File: config.mk
export PLATFORM = sky130hd
export DESIGN_NAME = perceptron_weight_loader
export DESIGN_NICKNAME = d
export VERILOG_FILES = /design/src/rtl/perceptron_pkg.sv /design/src/rtl/perceptron_weight_loader_bank.sv /design/src/rtl/perceptron_weight_loader.sv
export SDC_FILE = /design/constraint.sdc
export NUM_CORES = 1
export LEC_CHECK = 0
export BUFFER_PORTS_ARGS = -buffer_cell sky130_fd_sc_hd__buf_2
export CAP_MARGIN = 25
export CORE_MARGIN = 3
export CORE_UTILIZATION = 41
export DETAILED_ROUTE_END_ITERATION = 6
export SLEW_MARGIN = 15
export SYNTH_ARGS = -nofsm -noshare
export SYNTH_HDL_FRONTEND = slang
export SYNTH_HIERARCHICAL = 1
export SYNTH_SLANG_ARGS = --single-unit
File: constraint.sdc
create_clock -name clk -period 12.26 [get_ports clk]
set_input_delay 2.452 -clock clk [delete_from_list [all_inputs] [get_ports clk]]
set_output_delay 2.452 -clock clk [all_outputs]
set_load 0.03 [all_outputs]
File: src/rtl/perceptron_pkg.sv
// Shared sizing, frame constants, loader state encoding and flat-bus slicing
// helpers for the perceptron network and its weight loader.
package perceptron_pkg;

    localparam int N_NEURONS = 8;
    localparam int N_INPUTS  = 8;
    localparam int W         = 8;
    localparam int N_SLOTS   = N_INPUTS + 1;
    localparam int NEURON_W  = $clog2(N_NEURONS);
    localparam int SLOT_W    = $clog2(N_SLOTS);

    localparam logic [W-1:0] SYNC = 8'hA5;

    typedef enum logic [1:0] {
        IDLE,
        LOAD,
        CHECK,
        COMMIT
    } loader_state_t;

    // LSB of weight i of neuron n inside weights_flat.
    function automatic int weight_lsb(input int n, input int i);
        return (n * N_INPUTS + i) * W;
    endfunction

    function automatic int bias_lsb(input int n);
        return n * W;
    endfunction

endpackage

File: src/rtl/perceptron_weight_loader_bank.sv
// Double-buffered parameter storage: shadow bank written byte by byte, active
// bank replaced from the shadow bank in a single cycle on commit.
module weight_bank
    import perceptron_pkg::*;
(
    input  logic                              clk,
    input  logic                              rst,
    input  logic                              we,
    input  logic [NEURON_W-1:0]               wr_neuron,
    input  logic [SLOT_W-1:0]                 wr_slot,
    input  logic [W-1:0]                      wr_data,
    input  logic                              commit,
    output logic [N_NEURONS*N_INPUTS*W-1:0]   weights_flat,
    output logic [N_NEURONS*W-1:0]            bias_flat
);

    logic [W-1:0] shadow [N_NEURONS][N_SLOTS];
    logic [W-1:0] active [N_NEURONS][N_SLOTS];

    always_ff @(posedge clk) begin
        if (rst) begin
            for (int n = 0; n < N_NEURONS; n++) begin
                for (int s = 0; s < N_SLOTS; s++) begin
                    shadow[n][s] <= '0;
                    active[n][s] <= '0;
                end
            end
        end else begin
            if (we) begin
                shadow[wr_neuron][wr_slot] <= wr_data;
            end
            if (commit) begin
                for (int n = 0; n < N_NEURONS; n++) begin
                    for (int s = 0; s < N_SLOTS; s++) begin
                        active[n][s] <= shadow[n][s];
                    end
                end
            end
        end
    end

    // Slot N_INPUTS of each neuron holds its bias.
    for (genvar n = 0; n < N_NEURONS; n++) begin : g_neuron
        for (genvar i = 0; i < N_INPUTS; i++) begin : g_input
            assign weights_flat[weight_lsb(n, i) +: W] = active[n][i];
        end
        assign bias_flat[bias_lsb(n) +: W] = active[n][N_INPUTS];
    end

endmodule

File: src/rtl/perceptron_weight_loader.sv
// Receives SYNC-framed, XOR-checksummed weight/bias frames from a byte stream
// and atomically updates the parameters driving the perceptrons.
module perceptron_weight_loader
    import perceptron_pkg::*;
(
    input  logic                              clk,
    input  logic                              rst,
    input  logic                              in_valid,
    output logic                              in_ready,
    input  logic [W-1:0]                      in_data,
    input  logic                              abort,
    output logic [N_NEURONS*N_INPUTS*W-1:0]   weights_flat,
    output logic [N_NEURONS*W-1:0]            bias_flat,
    output logic                              weights_valid,
    output logic                              load_done,
    output logic                              load_err,
    output logic                              busy
);

    loader_state_t         state;
    logic [NEURON_W-1:0]   neuron;
    logic [SLOT_W-1:0]     slot;
    logic [W-1:0]          acc;
    logic                  xfer;
    logic                  bank_we;
    logic                  bank_commit;

    assign in_ready    = (state != COMMIT);
    // A byte presented together with abort is dropped, never consumed.
    assign xfer        = in_valid && in_ready && !abort;
    assign bank_we     = xfer && (state == LOAD);
    assign bank_commit = (state == COMMIT);
    assign busy        = (state != IDLE);

    always_ff @(posedge clk) begin
        if (rst) begin
            state         <= IDLE;
            neuron        <= '0;
            slot          <= '0;
            acc           <= '0;
            weights_valid <= 1'b0;
            load_done     <= 1'b0;
            load_err      <= 1'b0;
        end else begin
            load_done <= 1'b0;
            load_err  <= 1'b0;
            if (abort && state != COMMIT) begin
                state <= IDLE;
            end else begin
                case (state)
                    IDLE: begin
                        if (xfer && in_data == SYNC) begin
                            state  <= LOAD;
                            neuron <= '0;
                            slot   <= '0;
                            acc    <= '0;
                        end
                    end
                    LOAD: begin
                        if (xfer) begin
                            acc <= acc ^ in_data;
                            if (slot == SLOT_W'(N_INPUTS)) begin
                                slot <= '0;
                                if (neuron == NEURON_W'(N_NEURONS - 1)) begin
                                    state <= CHECK;
                                end else begin
                                    neuron <= neuron + NEURON_W'(1);
                                end
                            end else begin
                                slot <= slot + SLOT_W'(1);
                            end
                        end
                    end
                    CHECK: begin
                        if (xfer) begin
                            if (in_data == acc) begin
                                state <= COMMIT;
                            end else begin
                                load_err <= 1'b1;
                                state    <= IDLE;
                            end
                        end
                    end
                    COMMIT: begin
                        weights_valid <= 1'b1;
                        load_done     <= 1'b1;
                        state         <= IDLE;
                    end
                    default: state <= IDLE;
                endcase
            end
        end
    end

    weight_bank u_bank (
        .clk          (clk),
        .rst          (rst),
        .we           (bank_we),
        .wr_neuron    (neuron),
        .wr_slot      (slot),
        .wr_data      (in_data),
        .commit       (bank_commit),
        .weights_flat (weights_flat),
        .bias_flat    (bias_flat)
    );

endmodule

* After elaboration in Yosys (flattened, before gate mapping)
Memory sizes are Yosys's and may differ from the RTL's.
Cells that the tools add are included.
** Operators by class
- Div/mod/pow operators :: 0
- Reductions and logical operators :: 17
- Add/subtract/negate cells :: 2
- Bitwise logic cells :: 77
- Equal/unequal tests :: 14
- $lt $le $gt $ge :: 2
- Muxes and demuxes :: 105
- Shift operators :: 0
- Multiply operators :: 0
** Operator list (count)
- 8-bit 2-to-1 mux :: 75
- 72-bit 2-to-1 mux :: 3
- 1-bit OR :: 72
- 72-bit OR reduction :: 1
- 8-bit demux with 4-bit select :: 1
- 8-bit one-hot mux with 2 select lines :: 1
- 3-bit 2-to-1 mux :: 5
- 2-bit 2-to-1 mux :: 6
- 4-bit 2-to-1 mux :: 3
- 2-bit != test, second input constant :: 5
- 8-bit equality test :: 1
- 8-bit equality test, second input constant :: 1
- 1-bit 2-to-1 mux :: 8
- 2-bit one-hot mux with 4 select lines :: 1
- 4-bit one-hot mux with 2 select lines :: 1
- 8-bit XOR :: 1
- 1-bit logical AND :: 6
- 3-bit one-hot mux with 2 select lines :: 1
- 6-bit AND reduction :: 1
- 5-bit greater-or-equal comparator, second input constant :: 1
- 5-bit by 1-bit < comparator with 1-bit output, second input constant :: 1
- 4-bit NOT with 5-bit output :: 1
- 5-bit AND reduction :: 1
- 4-bit by 1-bit adder with 4-bit output, second input constant :: 1
- other kinds (14) :: 19
** Storage, ports and cells
- ROM bits :: 0
- Register bits after elaboration :: 20
- Output and inout port bits :: 581
- Memories kept :: 2
- Memory bits (writable) :: 1152
- Latch bits :: 0
- Logic and storage cells :: 226
** Memories
- u_bank.active :: words 8, width 72, read ports 8, clocked after Yosys merged registers in 0, write ports 8, RTL line perceptron_weight_loader_bank.sv:18 : logic [W-1:0] active [N_NEURONS][N_SLOTS];
- u_bank.shadow :: words 8, width 72, read ports 8, clocked after Yosys merged registers in 0, write ports 8, RTL line perceptron_weight_loader_bank.sv:17 : logic [W-1:0] shadow [N_NEURONS][N_SLOTS];

* Logic depth before layout (Yosys ltp)
Gate-level depths: netlist of the first run.
- Depth after elaboration :: 9
- Mapped depth :: 9
- Mapped depth without buffers :: 6

* By module
Netlist of the first run, hierarchy kept.
** By module, submodules not included
- weight_bank :: instances 1, cells each 2741, area each 44712.9 µm²
- perceptron_weight_loader :: instances 1, cells each 123, area each 1188.6 µm²

* Least setup slack after synthesis of the first run
OpenSTA, ideal clock, no wires.
- Path type :: in2reg
- From :: in rst
- To :: mem u_bank/active[0][0] (netlist name) (enable)
- Required time :: 11554 ps
- Arrival :: 9298 ps
- Cell stages on the path :: 1
- Slack :: 2256 ps
- Buffers on the path :: 0
- Path through :: or2_2
** RTL lines
- from (decl) :: RTL line perceptron_weight_loader.sv:7 : input logic rst,
- to (decl) :: RTL line perceptron_weight_loader_bank.sv:18

==> impl_metrics.json, run 1 <==
{
  "tightestPinTransition_ns": 1.13,
  "seq_area_frac_synth_pct": 76.2,
  "num_rows": 122,
  "place_area_um2": 49900,
  "drtIter0Drc": 2354,
  "hold_path.class": "flop to flop",
  "cts.sinks": 1172,
  "synth_compound_area_share_pct": 1.76,
  "synth_nets": 2880,
  "htree_levels": 3,
  "syn_area_um2": 45900,
  "dieHeight_um": 341,
  "maxCapViolations": 0,
  "seqPwrFrac_pct": 55.0,
  "synth_top_family_by_area": "simple AND/OR/NAND/NOR gates",
  "finalSetupViolations": 0,
  "grt_pass1_wl_um": 171000,
  "synthToLayoutAreaGrowth_pct": 17.1,
  "grt_max_degree": 256,
  "drive_gt1_share_pct": 31.5,
  "status": "complete, no violations",
  "drc_errors": 0,
  "clockPowerShare_pct": 39.9,
  "cts_hold_buf": 0,
  "layout.cells.non_filler": 4957,
  "async_reset_ff_share_pct": 0,
  "p_per_area_nw_per_um2": 158,
  "cts_setup_buffers": 0,
  "synthDistinctLibCells": 49,
  "final.setup.tns_ns": 0,
  "synth_top_cell_by_area": "edfxtp_1",
  "ios": 593,
  "hold_depth": 2,
  "power.total_mw": 8.49,
  "cts_resized": 0,
  "path_cells": "buf_2, and4bb_4, or4b_4, buf_4, buf_4, o31ai_1, buf_2",
  "synth-simple-area-share_pct": 18.7,
  "synth_xor_area_share_pct": 0.153,
  "via_count": 25636,
  "peakVddDrop_uv": 117,
  "fmax_ghz": 0.179,
  "yosys-top-cells-area": "edfxtp_1, and2_1, nor3_2",
  "synth.top_cell.area_share_pct": 75.4,
  "gr-usage-all-layers_pct": 20.0,
  "pre_cts_ws_ns": 5.72,
  "synth_edf_count": 1152,
  "synth_mux_area_share_pct": 0,
  "yosys_warnings": 6,
  "globalRoute.totalOverflow": 0,
  "path_class": "primary input to flop",
  "clock_skew_ns": 0.0215,
  "dp.cells": 4719,
  "synthCells": 2864,
  "p_comb_share_pct": 5.2,
  "cp.required_ns": 12.64,
  "final_area_um2": 53700,
  "slowest_delay_ns": 0.81,
  "period_needed_ns": 5.60,
  "nNetsFinal": 3385,
  "io_buffers": 592,
  "ys.flop_type": "edfxtp_1",
  "timing_hold_violations_final": 0,
  "cp.arrival_ns": 5.98,
  "die-area_um2": 116000,
  "dpl.hpwl_um": 76100,
  "wl_um": 119000,
  "p_sw_mw": 1.91,
  "clk_latency_ns": 0.69,
  "crit_fanout": 64,
  "grt_pass1_vias": 24854,
  "antenna_left": 0,
  "crit_path_start_kind": "primary input",
  "critPathCaptureType": "flop",
  "cpMaxStageDelayCell": "or4b_4",
  "clk_path_buf_depth": 3,
  "post-route-util_pct": 48.5,
  "vias_per_cell": 5.17,
  "mostFrequentLayoutCells": "edfxtp_1, buf_2, and2_1, nor3_1, nor3_2",
  "p_leak_nw": 18.0,
  "routedWlPerCell_um": 24.1,
  "antenna_found_initial": 8,
  "start_util_pct": 41.4,
  "gp_congestion": 0.781,
  "cts_tree": "yes",
  "finalWorstSetupSlack_ns": 6.66,
  "synthAdderAreaFrac_pct": 0.109,
  "core_um2": 111000,
  "rsz0062_at_grt": "no",
  "numCtsBuffers": 118,
  "switching_share_pct": 22.5,
  "synth-seq-cells": 1172,
  "path_clk_slew_ns": 0.06,
  "reg2reg_depth": 6,
  "cts_root_buf": "clkbuf_16",
  "fin_crit_sh_pct": 45.7,
  "drv_slew": 0,
  "layout_commonest_cell": "edfxtp_1",
  "slew_headroom_pct": 24.5,
  "die_x_um": 341,
  "p_int_mw": 6.58,
  "dr.pass1.iters": 5,
  "hold-worst-slack_ns": 0.498,
  "avgSynthCellArea_um2": 16.0
}
==> worst paths after layout <==
check | start | to | slack [ns]
worst max-delay path | abort | u_bank/shadow[5][41]$_SDFFCE_PN0P_ | 6.66
worst max register to register | state[0]$_SDFFE_PP0P_ | u_bank/shadow[5][41]$_SDFFCE_PN0P_ | 8.03
worst min-delay path | neuron[0]$_SDFFE_PP0P_ | neuron[0]$_SDFFE_PP0P_ | 0.50
worst min register to register | neuron[0]$_SDFFE_PP0P_ | neuron[0]$_SDFFE_PP0P_ | 0.50
==> state kept, by name, indices dropped and copies added, names as in the netlist <==
signal         flops
u_bank/shadow    576
u_bank/active    576
acc                8
neuron             3
load_err           1
slot               4
load_done          1
weights_valid      1
state              2
==> critical path: cells and delay by family <==
family / cells / cell delay, ns
AOI/OAI and AO/OA: 1 / 0.58
buffers and inverters: 4 / 1.45
and+or+nand+nor: 2 / 1.37
==> logic make-up after synthesis <==
group,count (synthesis)
buffers and inverters,291
AND/OR/NAND/NOR,1283
adder cells (fa/ha/maj),4
XOR/XNOR,8
flip-flops,1172
AO/OA/AOI/OAI,106
==> cell type report <==
| type | count | area, um^2 |
|---|---|---|
| fill | 9469 | 57100 |
| sequential | 1172 | 35000 |
| multi-input combinational | 1401 | 9720 |
| timing repair buffer | 672 | 3530 |
| clock buffer | 142 | 3060 |
| tap | 1488 | 1860 |
| clock inverter | 74 | 546 |
| inverter | 4 | 16.3 |
| antenna | 4 | 10.0 |
==> power groups by stage <==
stage	combinational, mW	sequential [mW]	clock (mW)
global placement	0.431	4.76	0
CTS	0.438	4.67	3.47
detailed placement	0.438	4.75	0
floorplan	0.0722	4.94	0
global route	0.458	4.68	3.62
finish	0.439	4.67	3.39
==> metal layers <==
metal	routed length (um)	part of all wire (%)	global-route usage, %	vias to the layer above
met3	9840	8.2	4.48	183
met4	4580	3.8	8.27	2
met1	48400	40	26.7	12829
met5	20	0.017	0	-
li1	-	-	-	11619
met2	56600	47	31.8	1003
==> Yosys cell counts, drive strengths merged, types with 7 or more instances <==
cell type	number
nand2b	13
edfxtp	1152
a21oi	17
nand4bb	25
xor2	8
nor3	577
dfxtp	20
nand3	7
buf	96
or4b	10
and2	576
nand4b	27
o31ai	72
clkbuf	191
a311oi	9
nand4	8
Note: power is estimated with default switching activity, not from simulation.
==> run 2, diff against run 1 <==
clock period = 5.55 ns   (was 12.26 ns; I/O delays follow)
==> run 2 against run 1 <==
Compared with the run above: global-route usage rose by 0.38 points; clock power rose by 120%; wire length up 1.8%; sequential share of layout area down 0.52 points; setup slack got worse by 4.7 ns; sequential power up 120%; cell area up 0.80%; count of clock-buffer cells in the layout increased by 4; critical path type unchanged.
==> impl_metrics.json, run 2 (same netlist as run 1, synthesis figures left out) <==
{
  "dieHeight_um": 341,
  "place_area_um2": 50300,
  "post-route-util_pct": 48.9,
  "regToRegEndpoint": "u_bank/shadow[7][43]$_SDFFCE_PN0P_",
  "rsz0062_at_grt": "no",
  "cts_root_buf": "clkbuf_16",
  "htree_levels": 3,
  "clk_latency_ns": 0.70,
  "drc_errors": 0,
  "antenna_found_initial": 3,
  "reg2reg_depth": 5,
  "status": "complete, no violations",
  "p_leak_nw": 18.2,
  "die_x_um": 341,
  "clock_skew_ns": 0.0262,
  "hp-start": "weights_valid$_SDFFE_PP0P_",
  "hold_path_end": "weights_valid$_SDFFE_PP0P_",
  "crit_fanout": 90,
  "cp.required_ns": 5.96,
  "num_rows": 122,
  "io_buffers": 592,
  "timing_hold_violations_final": 0,
  "p_per_area_nw_per_um2": 348,
  "regToRegStartpoint": "state[0]$_SDFFE_PP0P_",
  "dr.pass1.iters": 5,
  "start_util_pct": 41.4,
  "critPathCaptureType": "flop",
  "numCtsBuffers": 118,
  "pre_cts_ws_ns": 1.25,
  "grt_pass1_wl_um": 174000,
  "drtIter0Drc": 2171,
  "hold_depth": 2,
  "diodes": 0,
  "vias_per_cell": 5.15,
  "synthToLayoutAreaGrowth_pct": 18.0,
  "die-area_um2": 116000,
  "period_needed_ns": 3.57,
  "reg_top3": "u_bank/active x576, u_bank/shadow x576, acc x8",
  "crit_path_start_kind": "primary input",
  "reg2reg_slack_ns": 2.06,
  "maxCapViolations": 0,
  "core_um2": 111000,
  "path_clk_slew_ns": 0.06,
  "cts_tree": "yes",
  "cts_resized": 0,
  "fmax_ghz": 0.280,
  "grt_pass1_vias": 25103,
  "cts.sinks": 1172,
  "grt_max_degree": 200,
  "cts_hold_buf": 0,
  "drv_slew": 0,
  "ios": 593,
  "finalWorstSetupSlack_ns": 1.98,
  "path_class": "primary input to flop",
  "routedWlPerCell_um": 24.4,
  "drive_gt1_share_pct": 32.2,
  "clk_path_buf_depth": 3,
  "peakVddDrop_uv": 226,
  "via_count": 25664,
  "power.total_mw": 18.9,
  "gr-usage-all-layers_pct": 20.4,
  "nNetsFinal": 3417,
  "globalRoute.totalOverflow": 0,
  "slew_headroom_pct": 30.7,
  "layout_commonest_cell": "edfxtp_1",
  "hold_path.class": "flop to flop",
  "gp_congestion": 0.777,
  "final_area_um2": 54200,
  "tightestPinTransition_ns": 1.04,
  "fin_crit_sh_pct": 64.4,
  "dpl.hpwl_um": 78600,
  "cts_setup_buffers": 0,
  "cp.arrival_ns": 3.98,
  "mostFrequentLayoutCells": "edfxtp_1, buf_2, and2_1, nor3_1, nor3_2",
  "antenna_left": 0,
  "finalSetupViolations": 0,
  "wl_um": 122000
}
run 2: cell count changes in the layout (fill, tap and decap cells not counted), sizes merged:
cell	before	now
clkinvlp	4	6
clkbuf	151	156
buf	663	694
bufinv	7	6
inv	7	9
clkinv	60	52
diode	4	0
run 2: cell type report:
class | count | area, um^2
fill | 9460 | 56600
inverter | 4 | 16.3
clock buffer | 146 | 3140
clock inverter | 69 | 518
sequential | 1172 | 35000
tap | 1488 | 1860
multi-input combinational | 1401 | 9700
timing repair buffer | 704 | 3940
run 2: metrics by stage:
stage	hold WS, ns	instances	setup TNS [ns]
3_3_place_gp	0.468	4743	0
3_5_place_dp	0.460	4754	0
4_1_cts	0.484	4969	0
5_1_grt	0.527	4984	0
6_report	0.488	4984	0
2_1_floorplan	0.457	2864	-100.42
run 2: worst max-delay path, stage by stage:
cell and delay (ns):
buf_2 0.11, and4bb_4 0.56, or4b_4 0.91, buf_12 0.39
o31ai_1 0.53, buf_4 0.24
run 2: worst max path at each step:
stage	startpoint	end	slack, ns	cells past startpoint
floorplan	rst	u_bank/active[0][0]$_SDFFCE_PN0P_	-0.17	1
global placement	abort	u_bank/shadow[3][56]$_SDFFCE_PN0P_	1.37	4
detailed placement	abort	u_bank/shadow[0][44]$_SDFFCE_PN0P_	1.25	4
CTS	abort	u_bank/shadow[0][44]$_SDFFCE_PN0P_	2.03	4
global route	abort	u_bank/shadow[7][45]$_SDFFCE_PN0P_	1.96	6
finish	abort	u_bank/shadow[7][43]$_SDFFCE_PN0P_	1.98	6
run 2: power by group:
group,internal (mW),switching [mW]
sequential,10.1,0.169
clock,4.28,3.29
combinational,0.203,0.787
total,14.6,4.25
run 2: layer usage:
layer	vias up	wire (um)	GRT usage (%)
li1	11687	-	-
met1	12942	49900	27.0
met2	886	59800	33.8
met3	149	8790	4.58
met4	0	3040	6.10
met5	-	0	0
==> run 3, diff against run 2 <==
clock period = 3.6 ns   (was 5.55 ns; I/O delays follow)
==> run 3 against run 2 <==
Compared with the run above: sequential cell count did not move; count of clock-buffer cells in the layout rose by 5; die area did not move; final cell count rose by 1.9%; critical path depth did not move; largest cell class unchanged; largest power group unchanged; highest routed layer unchanged.
==> impl_metrics.json, run 3 (same netlist as run 1, synthesis figures left out) <==
{
  "period_needed_ns": 2.72,
  "critPathCaptureType": "flop",
  "grt_pass1_vias": 25546,
  "cts.sinks": 1172,
  "cp.required_ns": 4.00,
  "rsz0062_at_grt": "no",
  "via_count": 25893,
  "fill_cells": 9440,
  "fin_crit_sh_pct": 75.5,
  "mostFrequentLayoutCells": "edfxtp_1, buf_2, and2_1, nor3_1, nor3_2",
  "diodes": 0,
  "met1_usage_pct": 27.2,
  "final_area_um2": 55100,
  "antenna_found_initial": 4,
  "cts_tree": "yes",
  "io_buffers": 592,
  "drive_gt1_share_pct": 33.4,
  "gp_congestion": 0.792,
  "crit_path_start_kind": "flop",
  "p_leak_nw": 18.7,
  "cts_resized": 0,
  "ios": 593,
  "hold-worst-slack_ns": 0.347,
  "crit_fanout": 34,
  "dp.cells": 4867,
  "final.setup.tns_ns": 0,
  "synthToLayoutAreaGrowth_pct": 20.0,
  "cts_root_buf": "clkbuf_16",
  "numCtsBuffers": 118,
  "die-area_um2": 116000,
  "clk_path_buf_depth": 3,
  "cp-endpoint": "u_bank/shadow[5][70]$_SDFFCE_PN0P_",
  "wl_um": 121000,
  "cts_hold_buf": 0,
  "grt_util_met2_pct": 33.7,
  "pre_cts_ws_ns": 0.588,
  "antenna_left": 0,
  "path_class": "flop to flop",
  "globalRoute.totalOverflow": 0,
  "layout.cells.non_filler": 5081,
  "nNetsFinal": 3515,
  "gr-usage-all-layers_pct": 20.3,
  "reg_top3": "u_bank/active x576, u_bank/shadow x576, acc x8",
  "drv_slew": 0,
  "reg2reg_slack_ns": 0.88,
  "routedWlPerCell_um": 23.8,
  "grt_max_degree": 136,
  "dr.pass1.iters": 5,
  "status": "complete, no violations",
  "num_rows": 122,
  "hold_path.class": "primary input to flop",
  "clock_skew_ns": 0.0209,
  "timing_hold_violations_final": 0,
  "drc_errors": 0,
  "peakVddDrop_uv": 376,
  "finalSetupViolations": 0,
  "cp-startpoint": "state[0]$_SDFFE_PP0P_",
  "place_area_um2": 51400,
  "die_x_um": 341,
  "p_per_area_nw_per_um2": 530,
  "regToRegEndpoint": "u_bank/shadow[5][70]$_SDFFCE_PN0P_",
  "htree_levels": 3,
  "drtIter0Drc": 2066,
  "dieHeight_um": 341,
  "slew_headroom_pct": 42.4,
  "clk_latency_ns": 0.69,
  "cts_setup_buffers": 0,
  "core_um2": 111000,
  "grt_pass1_wl_um": 174000,
  "start_util_pct": 41.4,
  "path_clk_slew_ns": 0.06,
  "regToRegStartpoint": "state[0]$_SDFFE_PP0P_",
  "maxCapViolations": 0,
  "layout_commonest_cell": "edfxtp_1",
  "finalWorstSetupSlack_ns": 0.881,
  "grt-busiest-layer": "met2",
  "reg2reg_depth": 6,
  "grt_use_met3_pct": 4.23,
  "fmax_ghz": 0.368,
  "dpl.hpwl_um": 81000,
  "vias_per_cell": 5.10,
  "cp.arrival_ns": 3.12,
  "tightestPinTransition_ns": 0.859
}
## run 3: cell types whose count changed in the layout (fill, tap and decap cells not counted), sizes merged
cell | before | now
bufinv | 6 | 8
inv | 9 | 6
clkbuf | 156 | 151
buf | 694 | 802
clkinvlp | 6 | 8
clkinv | 52 | 45
## run 3: area by class of cell
class	count	area, um^2	area share (%)
repair buffers	802	4900	8.90
clock inverters	63	547	0.993
clock buffers	151	3140	5.70
flip-flops and latches	1172	35000	63.6
multi-input cells	1401	9590	17.4
inverters	4	16.3	0.0295
well taps	1488	1860	3.38
## run 3: through the flow
stage / power (mW) / util [%]
finish: 29.2 / 49.7
global route: 30.1 / 49.7
CTS: 29.5 / 49.7
detailed placement: 17.7 / 46.4
global placement: 17.7 / 46.4
floorplan: 17.0 / -
## run 3: worst min path at each step
stage / end / start / slack (ns) / depth (start not counted)
2_1_floorplan: neuron[2]$_SDFFE_PP0P_ / neuron[2]$_SDFFE_PP0P_ / 0.46 / 2
5_1_grt: state[0]$_SDFFE_PP0P_ / abort / 0.33 / 3
3_5_place_dp: weights_valid$_SDFFE_PP0P_ / weights_valid$_SDFFE_PP0P_ / 0.46 / 2
3_3_place_gp: weights_valid$_SDFFE_PP0P_ / weights_valid$_SDFFE_PP0P_ / 0.45 / 2
4_1_cts: state[1]$_SDFFE_PP0P_ / abort / 0.27 / 4
6_report: state[1]$_SDFFE_PP0P_ / abort / 0.35 / 4
## run 3: power by group
part / total [mW] / switching (mW) / internal (mW)
clock network: 11.8 / 5.06 / 6.70
logic: 1.55 / 1.21 / 0.344
registers: 15.9 / 0.262 / 15.6
total: 29.2 / 6.53 / 22.7
## run 3: layer usage
layer / wire, um / part of all wire, %
met5: 0 / 0
met4: 2800 / 2.3
met3: 8290 / 6.9
met2: 59300 / 49
met1: 50600 / 42
## run 3: critical path: stages (launching register included)
cell	delay [ns]
dfxtp_1	0.56
and4bb_4	0.29
or4b_4	0.53
buf_12	0.20
buf_4	0.23
o31ai_1	0.33
buf_4	0.23
